$ cat src/rtl/spi_flash_pkg.sv
// Shared opcodes, status bits and FSM/op encodings for the SPI NOR burn responder.
package spi_flash_pkg;

   localparam logic [7:0] OP_WREN = 8'h06;
   localparam logic [7:0] OP_SE   = 8'h20;
   localparam logic [7:0] OP_PP   = 8'h02;
   localparam logic [7:0] OP_RDSR = 8'h05;
   localparam logic [7:0] SR_WIP  = 8'h01;

   typedef enum logic [3:0] {
      IDLE, WREN, GAP1, CMD, DATA, GAP2, POLL, GAP3, FIN
   } state_t;

   typedef enum logic {ERASE, PROGRAM} op_t;

endpackage

$ cat src/rtl/spi_byte_shift.sv
// One mode-0 SPI byte: MSB-first on MOSI, MISO captured on each SCK rise.
module spi_byte_shift #(
   parameter int CLK_DIV = 2
) (
   input  logic       CLK,
   input  logic       RST,
   input  logic       start,
   input  logic [7:0] tx,
   input  logic       miso,
   output logic [7:0] rx,
   output logic       done,
   output logic       sck,
   output logic       mosi
);

   localparam logic [15:0] DIV_LAST = 16'(CLK_DIV - 1);

   logic        active;
   logic [15:0] div;
   logic [3:0]  half;
   logic [6:0]  sh;
   logic        tick;

   assign tick = active && (div == DIV_LAST);
   // Combinational so a back-to-back byte can launch on the final falling edge.
   assign done = tick && (half == 4'd15);

   always_ff @(posedge CLK or negedge RST) begin
      if (!RST) begin
         active <= 1'b0;
         div    <= '0;
         half   <= '0;
         sh     <= '0;
         rx     <= '0;
         sck    <= 1'b0;
         mosi   <= 1'b0;
      end else if (start) begin
         active <= 1'b1;
         div    <= '0;
         half   <= '0;
         sh     <= tx[6:0];
         mosi   <= tx[7];
         sck    <= 1'b0;
      end else if (active) begin
         if (tick) begin
            div  <= '0;
            half <= half + 4'd1;
            sck  <= ~sck;
            if (!sck) begin
               rx <= {rx[6:0], miso};
            end else if (half != 4'd15) begin
               mosi <= sh[6];
               sh   <= {sh[5:0], 1'b0};
            end
            if (half == 4'd15) active <= 1'b0;
         end else begin
            div <= div + 16'd1;
         end
      end
   end

endmodule

$ cat src/rtl/spi_flash_burn.sv
// Turns erase/program requests into WREN, command and RDSR-poll SPI flash transactions.
module spi_flash_burn
   import spi_flash_pkg::*;
#(
   parameter int          CLK_DIV    = 2,
   parameter int          PAGE_BYTES = 256,
   parameter int          CS_GAP     = 4,
   parameter logic [23:0] POLL_MAX   = 24'hffffff
) (
   input  logic        CLK,
   input  logic        RST,
   input  logic        SEC_ER,
   input  logic        PROG,
   input  logic [23:0] ADDR,
   output logic        RD_EN,
   input  logic [7:0]  DIN,
   output logic        BUSY,
   output logic        DONE,
   output logic        ERR,
   output logic        SCK,
   output logic        CS_N,
   output logic        MOSI,
   input  logic        MISO
);

   localparam logic [15:0] TAIL_LAST = 16'(CLK_DIV - 1);
   localparam logic [15:0] GAP_LAST  = 16'((CS_GAP > 0) ? CS_GAP - 1 : 0);
   localparam logic [8:0]  LAST_DATA = 9'(PAGE_BYTES - 1);

   state_t      state, state_n;
   op_t         op, op_n;
   logic [23:0] addr, addr_n, poll, poll_n;
   logic [15:0] cnt, cnt_n;
   logic [8:0]  byte_i, byte_n;
   logic        tail, tail_n;
   logic        cs_n_n, busy_n, done_n, err_n, rd_en_n;
   logic        rd_en_q;
   logic [7:0]  hold;
   logic        start, sh_done, req, wip;
   logic [7:0]  tx, rx;

   assign req = SEC_ER | PROG;
   assign wip = |(rx & SR_WIP);

   spi_byte_shift #(.CLK_DIV(CLK_DIV)) u_shift (
      .CLK   (CLK),
      .RST   (RST),
      .start (start),
      .tx    (tx),
      .miso  (MISO),
      .rx    (rx),
      .done  (sh_done),
      .sck   (SCK),
      .mosi  (MOSI)
   );

   always_comb begin
      state_n = state;
      op_n    = op;
      addr_n  = addr;
      poll_n  = poll;
      cnt_n   = cnt;
      byte_n  = byte_i;
      tail_n  = tail;
      cs_n_n  = CS_N;
      busy_n  = BUSY;
      done_n  = 1'b0;
      err_n   = BUSY & req;
      rd_en_n = 1'b0;
      start   = 1'b0;
      tx      = '0;
      case (state)
         IDLE, FIN: begin
            state_n = IDLE;
            if (req) begin
               state_n = WREN;
               op_n    = SEC_ER ? ERASE : PROGRAM;
               addr_n  = ADDR;
               poll_n  = '0;
               byte_n  = '0;
               cnt_n   = '0;
               tail_n  = 1'b0;
               err_n   = SEC_ER & PROG;
               busy_n  = 1'b1;
               cs_n_n  = 1'b0;
               start   = 1'b1;
               tx      = OP_WREN;
            end
         end
         GAP1, GAP2, GAP3: begin
            if (cnt == GAP_LAST) begin
               cnt_n  = '0;
               byte_n = '0;
               cs_n_n = 1'b0;
               start  = 1'b1;
               if (state == GAP1) begin
                  state_n = CMD;
                  tx      = (op == ERASE) ? OP_SE : OP_PP;
               end else begin
                  state_n = POLL;
                  tx      = OP_RDSR;
               end
            end else begin
               cnt_n = cnt + 16'd1;
            end
         end
         default: begin
            // tail holds CS_N low for one SCK half-period after the last falling edge
            if (tail) begin
               if (cnt == TAIL_LAST) begin
                  cs_n_n = 1'b1;
                  tail_n = 1'b0;
                  cnt_n  = '0;
                  case (state)
                     WREN: state_n = GAP1;
                     POLL: begin
                        if (wip && (poll < POLL_MAX)) begin
                           state_n = GAP3;
                        end else begin
                           state_n = FIN;
                           done_n  = 1'b1;
                           busy_n  = 1'b0;
                        end
                     end
                     default: state_n = GAP2;
                  endcase
               end else begin
                  cnt_n = cnt + 16'd1;
               end
            end else if (sh_done) begin
               byte_n = byte_i + 9'd1;
               cnt_n  = '0;
               case (state)
                  WREN: tail_n = 1'b1;
                  CMD: begin
                     if (byte_i < 9'd3) begin
                        start = 1'b1;
                        case (byte_i[1:0])
                           2'd0:    tx = addr[23:16];
                           2'd1:    tx = addr[15:8];
                           default: tx = addr[7:0];
                        endcase
                        rd_en_n = (op == PROGRAM) && (byte_i == 9'd2);
                     end else if (op == ERASE) begin
                        tail_n = 1'b1;
                     end else begin
                        state_n = DATA;
                        byte_n  = '0;
                        start   = 1'b1;
                        tx      = hold;
                        rd_en_n = (LAST_DATA != 9'd0);
                     end
                  end
                  DATA: begin
                     if (byte_i == LAST_DATA) begin
                        tail_n = 1'b1;
                     end else begin
                        start   = 1'b1;
                        tx      = hold;
                        rd_en_n = (byte_n < LAST_DATA);
                     end
                  end
                  POLL: begin
                     if (byte_i == 9'd0) begin
                        start = 1'b1;
                        tx    = 8'h00;
                     end else begin
                        tail_n = 1'b1;
                        if (wip) begin
                           poll_n = poll + 24'd1;
                           if (poll + 24'd1 >= POLL_MAX) err_n = 1'b1;
                        end
                     end
                  end
                  default: ;
               endcase
            end
         end
      endcase
   end

   always_ff @(posedge CLK or negedge RST) begin
      if (!RST) begin
         state   <= IDLE;
         op      <= ERASE;
         addr    <= '0;
         poll    <= '0;
         cnt     <= '0;
         byte_i  <= '0;
         tail    <= 1'b0;
         CS_N    <= 1'b1;
         BUSY    <= 1'b0;
         DONE    <= 1'b0;
         ERR     <= 1'b0;
         RD_EN   <= 1'b0;
         rd_en_q <= 1'b0;
         hold    <= '0;
      end else begin
         state   <= state_n;
         op      <= op_n;
         addr    <= addr_n;
         poll    <= poll_n;
         cnt     <= cnt_n;
         byte_i  <= byte_n;
         tail    <= tail_n;
         CS_N    <= cs_n_n;
         BUSY    <= busy_n;
         DONE    <= done_n;
         ERR     <= err_n;
         RD_EN   <= rd_en_n;
         rd_en_q <= RD_EN;
         if (rd_en_q) hold <= DIN;
      end
   end

endmodule
$ cat config.mk
export PLATFORM = sky130hd
export DESIGN_NAME = spi_flash_burn
export DESIGN_NICKNAME = d
export VERILOG_FILES = /design/src/rtl/spi_flash_pkg.sv /design/src/rtl/spi_byte_shift.sv /design/src/rtl/spi_flash_burn.sv
export SDC_FILE = /design/constraint.sdc
export NUM_CORES = 1
export LEC_CHECK = 0
export ABC_AREA = 1
export CAP_MARGIN = 10
export CORE_ASPECT_RATIO = 0.9
export CORE_MARGIN = 2
export CORE_UTILIZATION = 30
export CTS_CLUSTER_SIZE = 14
export DETAILED_ROUTE_END_ITERATION = 8
export PLACE_DENSITY = 0.55
export SLEW_MARGIN = 40
export SYNTH_ARGS = -nofsm -noshare
export SYNTH_HDL_FRONTEND = slang
export SYNTH_SLANG_ARGS = --single-unit
export TNS_END_PERCENT = 50
$ cat constraint.sdc
create_clock -name CLK -period 2.78 [get_ports CLK]
set_input_delay 0.556 -clock CLK [delete_from_list [all_inputs] [get_ports CLK]]
set_output_delay 0.556 -clock CLK [all_outputs]
set_load 0.01 [all_outputs]
==> summary.txt <==
Logic synthesis
  • Post-synth top cells: 217 x nand2_1, 123 x dfrtp_1, 109 x inv_1
  • Avg Cell Area, Syn: 7.887 µm²
  • Synth unique cells: 47
  • Top FF cell, synth: dfrtp_1
  • Seq/Total Area, Yosys: 0.4278
  • XOR/XNOR share of the synthesized area: 0.03621
  • Number of synthesized register bits: 124
  • Cell Area, Synth: 7256 µm²
  • Synth Area in Simple Gates: 0.2861
  • Complex-gate fraction of the synthesized area: 0.1173
  • Mux cell area share after synthesis: 0.03570
  • Top-count cell post-synth: nand2_1
  • Async set or reset register ratio after synthesis: 1.000
  • Largest family of logic cells by synthesized area: simple AND/OR/NAND/NOR gates
  • Synth Area in Adders: 0.02069
  • Top-area cell type share of the netlist area: 0.4242
  • Post-Syn Nets: 969
  • Cells after synthesis: 920
  • Number of synthesized flops with an enable pin: 0
  • Top post-synthesis cells by area: dfrtp_1 42%, nand2_1 11%, inv_1 5.6%
  • Biggest area consumer among synthesized cells: dfrtp_1
  • Ys Warns: 0

STA
  • Fmax: 0.4173 GHz
  • RSZ-0062 raised after global routing: false
  • Slew @ Worst Pin: 699.3 ps
  • Crit share post-route: 0.8619
  • # setup viols final: 0
  • Setup TNS: 0 ps
  • Final Hold Fails: 0
  • Max-slew headroom: 0.5300
  • Clk_skew: 13.04 ps
  • Slew Limit Fails: 0
  • Fin crit period: 2396 ps
  • Fin Hold WS: 46.66 ps

Worst setup path
  • CP endpoint kind: flop
  • Crit path DAT: 2750 ps
  • Crit-path cells: ha_1 -> nand3_1 -> nor3_2 -> nand2_1 -> nor2_1 -> ha_1 -> inv_1 -> nand2_1 -> nand4_1 -> nand3_2 -> nand2_4 -> buf_4 -> nor2_4 -> nand2_1 -> nand3_1
  • Kind of critical path: flop to flop
  • Cell repeated most along the worst path: nand2_1
  • Worst Setup Start Kind: flop
  • R2r startpoint: byte_i[0]
  • R2r setup slk: 380 ps
  • FF-to-FF path depth: 15
  • Max stage delay on crit path: 420 ps
  • Slowest-stage cell, CP: dfrtp_1
  • Worst Path Max Fanout: 12
  • Worst reg2reg path endpoint: u_shift.sh[1]
  • Crit path required time: 3140 ps

Status
  • Outcome: completed

Detailed routing
  • Drt drc: 0
  • Via-to-Cell Ratio: 4.884
  • Routed len/inst: 13.85 µm
  • Antenna-violating nets left: 0
  • Drt first pass iters: 5
  • Number of DRC markers in iteration 0: 434
  • DR vias: 6310
  • Post-Route WL: 17900 µm

Clock network
  • H-tree depth: 4
  • Clock Tree Root: clkbuf_16
  • CTS Sinks: 124
  • CTS tree: built
  • # hold bufs at CTS: 0
  • CTS buffer count: 17
  • Clock transition at the registers of the reported paths: 70 ps
  • Worst skew pair latency: 420 ps
  • Clk buf depth: 2

Layout
  • Finished Cell Area: 8671 µm²
  • Fillers: 2436
  • Multi-input logic area: 3603 µm²
  • # nets final: 1026
  • Final core area utilization: 0.3683
  • Layout cells sized above 1: 0.1172
  • Area delta synth->final: 19.50%
  • Register area: 3104 µm²
  • Antenna cells: 0

Hold path
  • Min-Delay Path Class: input port to asynchronous set/reset pin

GRT
  • Total congestion overflow: 0
  • Initial antenna violation count: 0
  • Global-route wire length before repair: 30900 µm
  • GR Util All Layers: 0.1503
  • Vias in the first global route: 6147
  • Largest net degree at the start of global routing: 48

Floorplanning
  • Initial core utilization: 0.3082
  • Die width: 167.9 µm
  • I/O pin cnt: 44
  • Rows: 53
  • Die area: 25450 µm²
  • Std-Cell Core Area: 23540 µm²
  • Die Height: 151.5 µm

Pwr
  • VDD IR max: 0.3346 mV
  • Lkg Pwr: 4.002 nW
  • Final Total Pwr: 0.004158 W
  • PD cells: 479.6 nW/µm²

Job
  • Max Cap Violations: 0

Placement
  • Port bufs: 43
  • Final GP Congestion: 0.8795
  • Post-Place Cell Area: 8050 µm²
  • Detailed Place HPWL: 13170 µm
## metal layers
| metal | track usage | routed length [µm] |
|---|---|---|
| met5 | 0 | 0 |
| met4 | 0.03913 | 164 |
| met3 | 0.02779 | 573 |
| met2 | 0.2357 | 8060 |
| met1 | 0.2140 | 9096 |
## flip-flops by register name, indices dropped and copies added, names as in the netlist, 4 cells and up
register / cells
addr: 24
byte_i: 9
cnt: 16
hold: 8
poll: 24
state: 4
u_shift.div: 16
u_shift.half: 4
u_shift.sh: 7
## through the flow
step	setup WS, ps	std cells
after global routing	27.62	1292
after floorplan	634.4	920
after CTS	257.7	1291
after detailed placement	247.1	1259
after global placement	350.2	1259
final	383.9	1292
## critical path: cells and delay by family (launching register included)
kind	cells	cell delay, ps
fa+ha+maj	2	380
simple gates	11	1290
flops	1	420
buf+inv	2	250
## cell families (layout without fill, tap and decap cells)
| group | count (synthesis) | in the layout |
|---|---|---|
| compound gates | 127 | 127 |
| buf+inv | 136 | 206 |
| fa+ha+maj | 12 | 12 |
| flops | 124 | 124 |
| mux | 23 | 23 |
| simple gates | 468 | 468 |
| xor+xnor | 30 | 30 |
## worst max-delay path by stage
stage	from	end	slack [ps]	cells after the start
5_1_grt	byte_i[0]	u_shift.sh[1]	30	15
6_report	byte_i[0]	u_shift.sh[1]	380	15
3_5_place_dp	byte_i[0]	u_shift.div[3]	250	14
3_3_place_gp	byte_i[0]	u_shift.div[3]	350	14
2_1_floorplan	byte_i[0]	u_shift.div[12]	630	15
4_1_cts	byte_i[0]	u_shift.div[3]	260	14
## layout make-up
type | count | area share
multi-input combinational | 660 | 0.4156
timing repair buffer | 54 | 0.06219
inverter | 120 | 0.05238
tap | 302 | 0.04358
clock inverter | 15 | 0.01919
sequential | 124 | 0.3580
clock buffer | 17 | 0.04906
## cells in the final DEF, fill, tap and decap left out, types with 8 or more instances in the layout
| cell | instances |
|---|---|
| inv_2 | 10 |
| xor2_1 | 26 |
| o22ai_2 | 10 |
| nor2_2 | 8 |
| a21oi_1 | 19 |
| nand3_1 | 76 |
| mux2_2 | 23 |
| o31ai_1 | 10 |
| buf_4 | 9 |
| ha_1 | 12 |
| o21ai_0 | 36 |
| nor3_1 | 20 |
| nand4_1 | 22 |
| inv_1 | 108 |
| dfrtp_1 | 123 |
| o22ai_1 | 22 |
| clkdlybuf4s50_1 | 42 |
| nand2_1 | 217 |
| nor2_1 | 96 |
| clkbuf_16 | 17 |
## power by group
part,total (W),switching [W],internal [W]
logic,0.000100,0.0000494,0.0000511
clock network,0.00225,0.000969,0.00128
registers,0.00181,0.00000166,0.00181
## repair_timing
| item | CTS | global route |
|---|---|---|
| gates resized for setup | 0 | 2 |
| setup buffers | 0 | 1 |
| setup endpoints to repair | 0 | 16 |
(Power assumes the default switching activity.)
